==> config.mk <==
export PLATFORM = sky130hd
export DESIGN_NAME = pet2001_dma_ctrl
export DESIGN_NICKNAME = d
export VERILOG_FILES = /design/src/rtl/pet2001_dma_ctrl.sv
export SDC_FILE = /design/constraint.sdc
export NUM_CORES = 1
export LEC_CHECK = 0
export CORE_ASPECT_RATIO = 1.5
export CORE_MARGIN = 2
export CORE_UTILIZATION = 34
export DETAILED_ROUTE_END_ITERATION = 8
export DONT_BUFFER_PORTS = 1
export GPL_TIMING_DRIVEN = 1
export MAX_ROUTING_LAYER = met4
export PLACE_DENSITY = 0.57
export SLEW_MARGIN = 10
export SYNTH_ARGS = -nofsm -noshare
export SYNTH_HDL_FRONTEND = slang
export SYNTH_SLANG_ARGS = --single-unit
==> constraint.sdc <==
create_clock -name clk -period 2.7 [get_ports clk]
set_input_delay 0.405 -clock clk [delete_from_list [all_inputs] [get_ports clk]]
set_output_delay 0.405 -clock clk [all_outputs]
set_load 0.02 [all_outputs]
==> src/rtl/pet2001_dma_ctrl.sv <==
// ---------------------------------------------------------------------------
// pet2001_dma_ctrl
//
// Owns the second port of main RAM and shares it between two requesters:
//   - a PRG loader that streams {addr_lo, addr_hi, payload...} bytes, which
//     are written into RAM starting at the header address;
//   - a single-byte debug/snapshot reader.
// The CPU is held (cpu_hold) for the whole load session.
//
// Optional feature macro: PET_PRG_FIXUP_EN
//   When defined, a FIX state follows every load and writes the end-of-load
//   address into the BASIC pointer triple VARTAB/ARYTAB/STREND at
//   VARTAB_ADDR..VARTAB_ADDR+5 (three little-endian 16-bit words).
//   When undefined, DATA goes straight to DONE and nothing outside the
//   payload range is written.
//
// Parameters
//   RAM_SIZE     bytes reachable on the port; load addresses >= RAM_SIZE are
//                dropped and flag err
//   VARTAB_ADDR  base of the BASIC pointer triple (fix-up builds only)
//
// Ports
//   clk        system clock, all state changes on the rising edge
//   reset      synchronous, active-high
//   ld_valid   loader byte valid
//   ld_data    loader byte
//   ld_last    marks the final byte of the PRG stream
//   ld_ready   loader byte accepted when ld_valid & ld_ready
//   rd_req     read request level, held until rd_ack
//   rd_addr    read address, stable while rd_req is high
//   rd_ack     one-cycle pulse, rd_data valid in the same cycle
//   rd_data    captured read data, held until the next rd_ack
//   dma_addr   RAM port address
//   dma_din    RAM port write data
//   dma_we     RAM port write strobe
//   dma_dout   RAM port read data, valid one clock after the address
//   cpu_hold   high while a load session is open
//   busy       loader FSM is not idle
//   err        sticky per session: out-of-range byte or truncated header
// ---------------------------------------------------------------------------
module pet2001_dma_ctrl #(
`ifdef PET_PRG_FIXUP_EN
   parameter logic [13:0] VARTAB_ADDR = 14'h002A,
`endif
   parameter logic [16:0] RAM_SIZE    = 17'h04000
) (
   input  logic        clk,
   input  logic        reset,
   input  logic        ld_valid,
   input  logic [7:0]  ld_data,
   input  logic        ld_last,
   output logic        ld_ready,
   input  logic        rd_req,
   input  logic [13:0] rd_addr,
   output logic        rd_ack,
   output logic [7:0]  rd_data,
   output logic [13:0] dma_addr,
   output logic [7:0]  dma_din,
   output logic        dma_we,
   input  logic [7:0]  dma_dout,
   output logic        cpu_hold,
   output logic        busy,
   output logic        err
);

   typedef enum logic [2:0] {
      IDLE   = 3'd0,
      HDR_HI = 3'd1,
      DATA   = 3'd2,
      FIX    = 3'd3,
      DONE   = 3'd4
   } state_t;

   state_t      state;
   logic [7:0]  addr_lo;
   logic [15:0] ptr;
   logic [3:0]  burst_cnt;
   logic        rd_inflight;
`ifdef PET_PRG_FIXUP_EN
   logic [15:0] end_ptr;
   logic [2:0]  fix_cnt;
`endif

   logic port_open;
   logic throttle;
   logic ld_open;
   logic rd_issue;
   logic accept;
   logic in_range;

   // Port arbitration. The loader wins whenever it has a byte to hand over,
   // so a read can only be decided in a cycle where no byte is accepted;
   // that keeps the following cycle free of a write and lets the read own
   // the port there. While a read waits, the loader is forced to skip one
   // cycle after every 8 back-to-back accepts so the read cannot starve.
   // A read is not re-decided while one is in flight or being acknowledged,
   // so a requester that still holds rd_req in the ack cycle gets no extra
   // read.
   always_comb begin
      port_open = 1'b0;
      throttle  = 1'b0;
      ld_open   = 1'b0;
      rd_issue  = 1'b0;
      ld_ready  = 1'b0;
      accept    = 1'b0;
      in_range  = 1'b0;

      port_open = !reset && ((state == IDLE) || (state == HDR_HI) || (state == DATA));
      throttle  = (burst_cnt == 4'd8);
      ld_open   = port_open && !throttle;
      rd_issue  = port_open && rd_req && !rd_inflight && !rd_ack && !(ld_valid && ld_open);
      ld_ready  = ld_open && !rd_issue;
      accept    = ld_valid && ld_ready;
      in_range  = ({1'b0, ptr} < RAM_SIZE);
   end

   assign busy = (state != IDLE);

   // Main sequential block: loader FSM, registered RAM port and read path.
   // Writes and reads are registered, so dma_we/dma_addr appear on the clock
   // after the decision. The read data is combinationally valid while the
   // read address sits on the port, and is captured at the end of that
   // cycle together with the rd_ack pulse. The load pointer is 16 bits wide
   // and wraps from FFFF to 0000; the range test is made on the full 16-bit
   // value, so bytes beyond RAM never alias into low RAM.
   always_ff @(posedge clk) begin
      if (reset) begin
         state       <= IDLE;
         addr_lo     <= 8'h00;
         ptr         <= 16'h0000;
         burst_cnt   <= 4'd0;
         rd_inflight <= 1'b0;
         rd_ack      <= 1'b0;
         rd_data     <= 8'h00;
         dma_addr    <= 14'h0000;
         dma_din     <= 8'h00;
         dma_we      <= 1'b0;
         cpu_hold    <= 1'b0;
         err         <= 1'b0;
`ifdef PET_PRG_FIXUP_EN
         end_ptr     <= 16'h0000;
         fix_cnt     <= 3'd0;
`endif
      end else begin
         dma_we      <= 1'b0;
         rd_ack      <= 1'b0;
         rd_inflight <= rd_issue;

         if (rd_inflight) begin
            rd_data <= dma_dout;
            rd_ack  <= 1'b1;
         end

         if (rd_issue) begin
            dma_addr <= rd_addr;
         end

         if (accept && rd_req) begin
            burst_cnt <= burst_cnt + 4'd1;
         end else begin
            burst_cnt <= 4'd0;
         end

         case (state)
            IDLE: begin
               if (accept) begin
                  addr_lo <= ld_data;
                  if (ld_last) begin
                     err <= 1'b1;
                  end else begin
                     err      <= 1'b0;
                     cpu_hold <= 1'b1;
                     state    <= HDR_HI;
                  end
               end
            end

            HDR_HI: begin
               if (accept) begin
                  ptr <= {ld_data, addr_lo};
                  if (ld_last) begin
                     err      <= 1'b1;
                     cpu_hold <= 1'b0;
                     state    <= IDLE;
                  end else begin
                     state <= DATA;
                  end
               end
            end

            DATA: begin
               if (accept) begin
                  if (in_range) begin
                     dma_we   <= 1'b1;
                     dma_addr <= ptr[13:0];
                     dma_din  <= ld_data;
                  end else begin
                     err <= 1'b1;
                  end
                  ptr <= ptr + 16'd1;
                  if (ld_last) begin
`ifdef PET_PRG_FIXUP_EN
                     end_ptr <= ptr + 16'd1;
                     fix_cnt <= 3'd0;
                     state   <= FIX;
`else
                     state   <= DONE;
`endif
                  end
               end
            end

`ifdef PET_PRG_FIXUP_EN
            FIX: begin
               dma_we   <= 1'b1;
               dma_addr <= VARTAB_ADDR + {11'd0, fix_cnt};
               dma_din  <= fix_cnt[0] ? end_ptr[15:8] : end_ptr[7:0];
               fix_cnt  <= fix_cnt + 3'd1;
               if (fix_cnt == 3'd5) begin
                  state <= DONE;
               end
            end
`endif

            DONE: begin
               cpu_hold <= 1'b0;
               state    <= IDLE;
            end

            default: begin
               state <= IDLE;
            end
         endcase
      end
   end

endmodule

==> results by stage, run 1 <==
Status:
- The flow ran to the end, and the final reports show no timing, DRC or antenna violations.

Global route:
- The number of antenna violations at the first check in global routing is 0.
- The global-route usage over all layers is 0.163.
- The via count of the first global-routing pass is 2552.
- The total congestion overflow after global routing is 0.
- Entering global routing, the biggest net connects 63 pins.
- The first global-routing pass estimated 12900 um of wire.

Clock network:
- The H-tree was split into 3 levels.
- Clock tree synthesis found a total of 66 sinks.
- The number of buffers inserted during clock tree synthesis is 9.
- The clock transition at the register clock pins on the worst setup and hold paths after CTS is 0.05 ns.
- In this run, post-CTS repair resized a total of 0 instances.
- The maximum count of clock buffers along a single path is 2.
- The later pin in the worst-skew pair is clocked with a latency of 0.33 ns.
- In this run the post-CTS setup repair buffer count came out at 0.
- The number of hold buffers added after CTS was 0.
- TritonCTS built the clock tree.
- The tree is rooted in a clkbuf_16.

Timing:
- Derived from the worst setup path, the maximum achievable clock frequency is 413 MHz.
- Of the available clock period, the critical path in the final layout requires 0.897.
- The final critical-path required period is 2.42 ns.
- The count of endpoints failing setup in the final report is 0.
- Headroom to the max-slew limit came out at 0.566.
- The final setup slack of the worst path is 0.279 ns.
- Across the routed clock network, the largest skew measured is 0.00844 ns.
- The number of slew-limit violations in the final report is 0.
- Setup repair after global routing left no endpoint under its margin.
- The count of final hold-check violations is 0.
- For the pin with the worst max-slew slack, the measured transition is 0.646 ns.
- In the final timing run, aggregate negative setup slack is 0 ns.

Final layout:
- With fillers left out, the area of the finished cells amounts to 3520 sq um.
- In the final layout, the share of cells above drive strength 1 is 0.151.
- The layout net count is 404.
- The area overhead of the layout relative to synthesis is 8.91%.
- The repair_antennas step left the layout with diodes totalling 0.

Floorplan:
- The core region is 9250 sq um.
- From bottom edge to top edge, the die measures 123 um.
- The boundary pin count is 71.
- The die is 83.6 um wide.
- The die area is 10300 sq um.
- The number of cell rows is 43.
- For this configuration, the core starts out at a cell density of 0.349.

Routing:
- The highest routed metal layer is met4.
- The DRC violation total after the first TritonRoute iteration is 154.
- After detailed routing, the number of vias per cell comes to 5.42.
- The routed length on met1 is 3290 um.
- The detailed router placed 2617 vias in this run.
- After detailed routing, the met3 layer carries 501 um of wire.
- The count of nets left with antenna violations once routing finished came out at 0.
- After detailed routing, the met2 layer carries 3900 um of wire.
- The remaining design rule violation count is 0.
- The final layout contains routed wiring with a total length of 7860 um.
- The first detailed-routing pass ran for 4 iterations.
- Dividing the detail-routed wire length by the instance count gives 16.3 um.

Worst hold path:
- In this run the worst hold path is classified as in2reg.

Power:
- Power spread over the standard cell area amounts to 643 nW/um^2.
- Internal power comes to 1750 uW.
- Summed over all nets, the switching power comes to 512 uW.
- Of the total power, the clock network draws 0.486.
- The highest ir drop seen on vdd is 0.000292 V.
- The share of total power dissipated in sequential elements is 0.464.
- The share of total power dissipated in combinational logic is 0.050.
- The leakage power total is 0.00126 uW.
- The switching power as a share of total power is 0.227.

Critical path:
- The required arrival time at the worst endpoint is 2.30 ns.
- STA classifies the critical path startpoint as a flip-flop.
- The start-to-end type of the worst setup path is reg2out.
- The worst-case register-to-register setup slack is 0.65 ns.
- The critical path data arrival time is 2.02 ns.
- The largest fanout on the critical path is 7.
- The nature of the critical path endpoint is a primary output.

Place:
- Summing all placed instances gives a cell area of 3230 sq um.
- Once detailed placement completed, the half-perimeter wirelength came to 5540 um.
- Routability-driven placement finished with a final weighted congestion of 0.843.
- The count of buffers added on input and output ports is 0.
- The setup slack at placement is 0.606 ns.

Synth:
- The most area-hungry cell type in the Yosys netlist is dfxtp_1.
- After synthesis, the netlist uses 57 different library cells.
- Among all flip-flop cells after synthesis, the most frequent one is dfxtp_1.
- The post-synthesis instance area is 3230 sq um.
- In this run the mean area of a mapped cell was 8.63 sq um.
- Yosys attributes the largest share of cell area to dfxtp_1 41%, nand2_1 5.7%, nor2_1 5.5%, mux2i_1 4.7%, a21oi_1 4.2%.
- The number of enable-type register cells in the synthesized netlist is 0.
- After technology mapping, the gate count stands at 374.
- The post-synthesis sequential element count is 66.
- The net count after synthesis is 412.
- The share of the Yosys chip area taken by registers is 0.409.
- Of all flip-flops after synthesis, the portion carrying an async set or reset was 0.
- The share of the synthesized area in the top cell type is 0.409.
- During synthesis, Yosys emitted a total of 0 warnings.

Flow run:
- The max-cap check violation count is 0.
## registers in the layout, summed over array words and instances (netlist names)
name         count
dma_we           1
rd_inflight      1
ptr             16
cpu_hold         1
burst_cnt        4
dma_din          8
state            3
dma_addr        14
err              1
addr_lo          8
rd_ack           1
rd_data          8
## layout by cell type (no fill, tap or decap), types with 4 or more instances in the layout
master / n
a21oi_1: 27
nor4_1: 4
nor2_1: 47
dfxtp_1: 66
o21ai_0: 10
nand3_1: 15
a31oi_1: 7
a211oi_2: 10
a211oi_1: 7
mux2i_1: 15
nor3_1: 10
nand2_1: 49
inv_1: 10
and3_1: 4
a21oi_2: 10
clkbuf_16: 9
buf_4: 8
## per-layer routing
metal	up-vias	global-route usage
met5	-	-
met4	0	0.0736
met3	11	0.0441
met2	85	0.268
met1	1218	0.188
li1	1303	-
## power by group through the flow
stage	logic (uW)	clock network (uW)	registers, uW
after detailed placement	116	0	1070
after global routing	128	1180	1050
final	114	1100	1050
after CTS	116	1130	1050
after global placement	114	0	1070
after floorplan	118	0	1060
## area by class of cell
type	count	area, sq um
clock buffers	14	274
clock inverters	2	10.0
fillers	963	5740
inverters	12	46.3
multi-input cells	269	1660
flip-flops and latches	66	1320
well taps	112	140
repair buffers	8	60.1
## synthesized netlist by cell type (4+ instances only)
| master | instances |
|---|---|
| a211oi_1 | 7 |
| a211oi_2 | 10 |
| a21oi_1 | 27 |
| a21oi_2 | 10 |
| a31oi_1 | 7 |
| and3_1 | 4 |
| buf_2 | 6 |
| buf_6 | 6 |
| clkbuf_1 | 9 |
| dfxtp_1 | 66 |
| inv_1 | 10 |
| mux2i_1 | 15 |
| nand2_1 | 49 |
| nand3_1 | 15 |
| nor2_1 | 47 |
| nor3_1 | 10 |
| nor4_1 | 4 |
| o21ai_0 | 10 |
## critical path, cell delays in order (launching register included)
cell and delay [ns]:
dfxtp_1 0.37, inv_1 0.06, ha_1 0.22, nand3b_4 0.11, nand3_1 0.23, nand2_2 0.15, clkinv_2 0.06, nor4b_1 0.28
buf_4 0.20
## metrics by stage
step | total power, uW | hold WS [ns] | util | instances
2_1_floorplan | 1180 | 0.430 | - | 374
3_3_place_gp | 1180 | 0.444 | 0.349 | 467
3_5_place_dp | 1190 | 0.453 | 0.349 | 467
4_1_cts | 2290 | 0.133 | 0.380 | 483
5_1_grt | 2360 | 0.140 | 0.380 | 483
6_report | 2260 | 0.150 | 0.380 | 483
## kinds of logic after synthesis
kind of cell | synth area share
AOI/OAI and AO/OA | 0.209
xor gates and xnor gates | 0.00814
adders and majority gates | 0.0116
buffers and inverters | 0.0752
DFF | 0.409
muxes | 0.0465
and+or+nand+nor | 0.240
## worst paths after layout
path	startpoint	endpoint	depth (start not counted)
worst max-delay path	burst_cnt[0]$_SDFF_PP0_	ld_ready	8
worst min-delay path	reset	rd_ack$_SDFF_PP0_	1
worst max register to register	state[1]$_SDFFE_PP0P_	ptr[13]$_SDFFE_PP0P_	4
worst min register to register	burst_cnt[0]$_SDFF_PP0_	burst_cnt[0]$_SDFF_PP0_	1
Note: power is estimated with default switching activity, not from simulation.
==> inputs of run 2 (changes only) <==
--- a/config.mk
+++ b/config.mk
@@ -10,7 +10,8 @@
 export CORE_UTILIZATION = 34
 export DETAILED_ROUTE_END_ITERATION = 8
 export DONT_BUFFER_PORTS = 1
-export GPL_TIMING_DRIVEN = 1
+export GPL_TIMING_DRIVEN = 0
+export HOLD_SLACK_MARGIN = 0.06
 export MAX_ROUTING_LAYER = met4
 export PLACE_DENSITY = 0.57
 export SLEW_MARGIN = 10
==> run 2 against run 1 <==
Sequential share of layout area down 1.7 points. Clock power about the same. Cell count up 3.9%. Fmax down 1.8%. Setup slack worse by 0.043 ns. Non-clock buffer count up 20. Critical path type unchanged. Register-to-register slack worse by 0.04 ns. Final area up 4.8%. Largest cell class unchanged. Sequential power about the same. Die area unchanged. Power up 3.1%. Critical endpoint unchanged. First-iteration DRC count down 1.9%.
==> results by stage, run 2 (synthesis results as in run 1) <==
Timing:
- The total negative slack is 0 ns (unchanged).
- The final worst clock skew came to 0.00637 ns (was 0.00844 ns).
- The worst max-slew margin expressed relative to the limit was 0.544 (was 0.566).
- The highest attainable clock frequency is 406 MHz (was 413 MHz).
- The period utilization is 0.913 (was 0.897).
- The count of endpoints failing setup in the final report is 0 (unchanged).
- The number of slew-limit violations in the final report came to 0 (unchanged).
- Setup repair after global routing missed its margin: false (unchanged).
- The measured slew at the worst slew-check pin came to 0.683 ns (was 0.646 ns).
- The final critical-path required period was 2.46 ns (was 2.42 ns).
- The count of final hold-check violations is 0 (unchanged).

Floorplan:
- The width of the die is 83.6 um (unchanged).
- The die area is 10300 sq um (unchanged).
- The number of cell rows is 43 (unchanged).
- The die height is 123 um (unchanged).
- The boundary pin count was 71 (unchanged).
- The effective utilization at floorplan is 0.349 (unchanged).
- The area of the core region is 9250 sq um (unchanged).

Critical path:
- Critical path, cell by cell: inv_1 > ha_1 > nand3b_4 > nand3_2 > nand2_2 > inv_4 > buf_8 > nor4b_4 (was inv_1 > ha_1 > nand3b_4 > nand3_1 > nand2_2 > clkinv_2 > nor4b_1 > buf_4).
- The buffers plus inverters on the worst setup path is 3 (unchanged).
- The master of the slowest instance on the critical path is nor4b_4 (was dfxtp_1).
- The critical path data arrival time is 2.06 ns (was 2.02 ns).
- The start-to-end type of the worst setup path is reg2out (unchanged).
- The launching element of the worst setup path was burst_cnt[0]$_SDFF_PP0_ (unchanged).
- The required arrival time at the worst endpoint came to 2.30 ns (about the same).
- The nature of the critical path endpoint is a primary output (unchanged).
- The launch point of the worst reg-to-reg path is burst_cnt[0]$_SDFF_PP0_ (was state[1]$_SDFFE_PP0P_).
- The startpoint kind of the worst setup timing path was a flip-flop (unchanged).
- The largest stage delay on the critical path was 0.40 ns (was 0.37 ns).
- The largest fanout on the critical path is 10 (was 7).
- The cell type group with the largest total delay on the critical path is simple AND/OR/NAND/NOR gates (unchanged).

Clock network:
- The clock transition at the register clock pins on the worst setup and hold paths after CTS is 0.05 ns (about the same).
- The root cell of the clock tree is clkbuf_16 (unchanged).
- The clock tree from TritonCTS is built (unchanged).
- The maximum count of clock buffers along a single path is 2 (unchanged).
- The number of buffers inserted during clock tree synthesis is 9 (unchanged).
- The number of levels the H-tree was split into is 3 (unchanged).
- The CTS sink count is 66 (unchanged).
- The clock insertion delay at the later pin of the skew report is 0.33 ns (about the same).
- The count of hold buffers inserted by post-cts repair is 0 (unchanged).

Final layout:
- The count of filler cells inserted in the layout was 976 (was 963).
- The antenna cell count is 0 (unchanged).
- The area overhead of the layout relative to synthesis is 14.1% (was 8.91%).
- The utilization after layout is 0.398 (was 0.380).
- The flip-flop and latch area was 1320 sq um (unchanged).
- The fraction of final layout cells with drive strength greater than 1 is 0.174 (was 0.151).
- Registers with the most flip-flops: ptr (16), dma_addr (14) (unchanged).
- The number of flip-flops under the largest register name is 16 (unchanged).
- The leading cell type in the layout, fill and taps excluded is dfxtp_1 (unchanged).
- The number of cells in the finished layout apart from fillers came to 502 (was 483).
- The area occupied by multi-input gates came to 1680 sq um (was 1660 sq um).
- The layout net count was 424 (was 404).
- Most frequent cells in the layout: 66 x dfxtp_1, 49 x nand2_1, 47 x nor2_1 (unchanged).
- The register with the highest flop count is ptr (unchanged).
- The summed area of non-filler cells in the final layout is 3680 sq um (was 3520 sq um).

Place:
- The instance area at placement came to 3370 sq um (was 3230 sq um).
- The placed cell count is 486 (was 467).
- The routability congestion estimate from global placement was 0.923 (was 0.843).
- The count of input and output buffers is 0 (unchanged).
- The half-perimeter wire length after detailed placement is 6500 um (was 5540 um).

Routing:
- The first-pass iteration count of the detailed router is 4 (unchanged).
- The total number of vias came to 2725 (was 2617).
- The via count normalized by instance count is 5.43 (was 5.42).
- The post-detailed-routing wire length is 8750 um (was 7860 um).
- The average wire per cell in the routed design is 17.4 um (was 16.3 um).
- The remaining design rule violation count came to 0 (unchanged).
- The DRC violation total after the first TritonRoute iteration came to 151 (was 154).
- The residual antenna-violating net count after detailed routing came to 0 (unchanged).

Global route:
- The largest net degree at the start of global routing is 11 (was 63).
- The total congestion overflow after global routing is 0 (unchanged).
- The number of antenna violations at the first check in global routing is 0 (unchanged).
- The first-pass GRT wire length is 14200 um (was 12900 um).
- The via count of the first global-routing pass is 2794 (was 2552).
- The global-route usage over all layers is 0.182 (was 0.163).

Worst hold path:
- The class of the most critical hold timing path was in2reg (unchanged).
- The launch point of the worst hold path was ld_data[1] (was reset).

Power:
- The power per standard cell area was 633 nW/um^2 (was 643 nW/um^2).
- The leakage power total is 0.00135 uW (was 0.00126 uW).
- The highest ir drop seen on vdd is 0.000376 V (was 0.000292 V).

Flow run:
- The max-cap check violation count is 0 (unchanged).

Status:
- Outcome: complete, no violations (unchanged).
[run 2: cell types whose count changed in the layout (fill, tap and decap cells not counted), sizes merged]
cell    delta
clkbuf     +9
clkinv     -1
bufinv     +1
buf        +9
inv        +1
[run 2: routing by layer]
metal | GRT usage | wire length (um) | up-vias
li1 | - | - | 1340
met1 | 0.199 | 3690 | 1275
met2 | 0.308 | 4300 | 91
met3 | 0.0467 | 513 | 19
met4 | 0.0897 | 250 | 0
met5 | - | 0 | -
[run 2: through the flow]
stage	hold slack (ns)	total power, uW	setup WS [ns]
after CTS	0.193	2360	0.0929
after global placement	0.445	1210	-0.115
after global routing	0.202	2430	0.105
final	0.205	2330	0.236
after floorplan	0.430	1180	0.223
after detailed placement	0.453	1220	-0.116
[run 2: power breakdown]
part / leakage [uW] / internal [uW] / switching (uW)
clock network: 0.000142 / 731 / 404
logic: 0.000668 / 61.2 / 88.9
registers: 0.000535 / 1000 / 42.9
total: 0.00135 / 1800 / 536
[run 2: timing repair]
action / in CTS / in global routing
pin swaps: 2 / 1
gates cloned: 0 / 0
endpoints found under the setup margin: 1 / 1
resized for setup: 3 / 1
setup buffers: 1 / 0
[run 2: area by class of cell]
type                            count  area share
Clock inverter                      3      0.0109
Multi-Input combinational cell    269       0.457
Timing Repair Buffer                1     0.00204
Tap cell                          112      0.0380
Buffer                             27      0.0533
Clock buffer                       12      0.0669
Inverter                           12      0.0129
Sequential cell                    66       0.359
[run 2: final timing paths]
| path | endpoint | slack [ns] | cells after the start |
|---|---|---|---|
| setup / recovery | ld_ready | 0.24 | 8 |
| hold / removal | dma_din[1]$_SDFFE_PP0P_ | 0.21 | 2 |
| setup reg to reg | dma_addr[11]$_SDFF_PP0_ | 0.61 | 9 |
| hold reg to reg | addr_lo[2]$_SDFFE_PP0P_ | 0.45 | 2 |
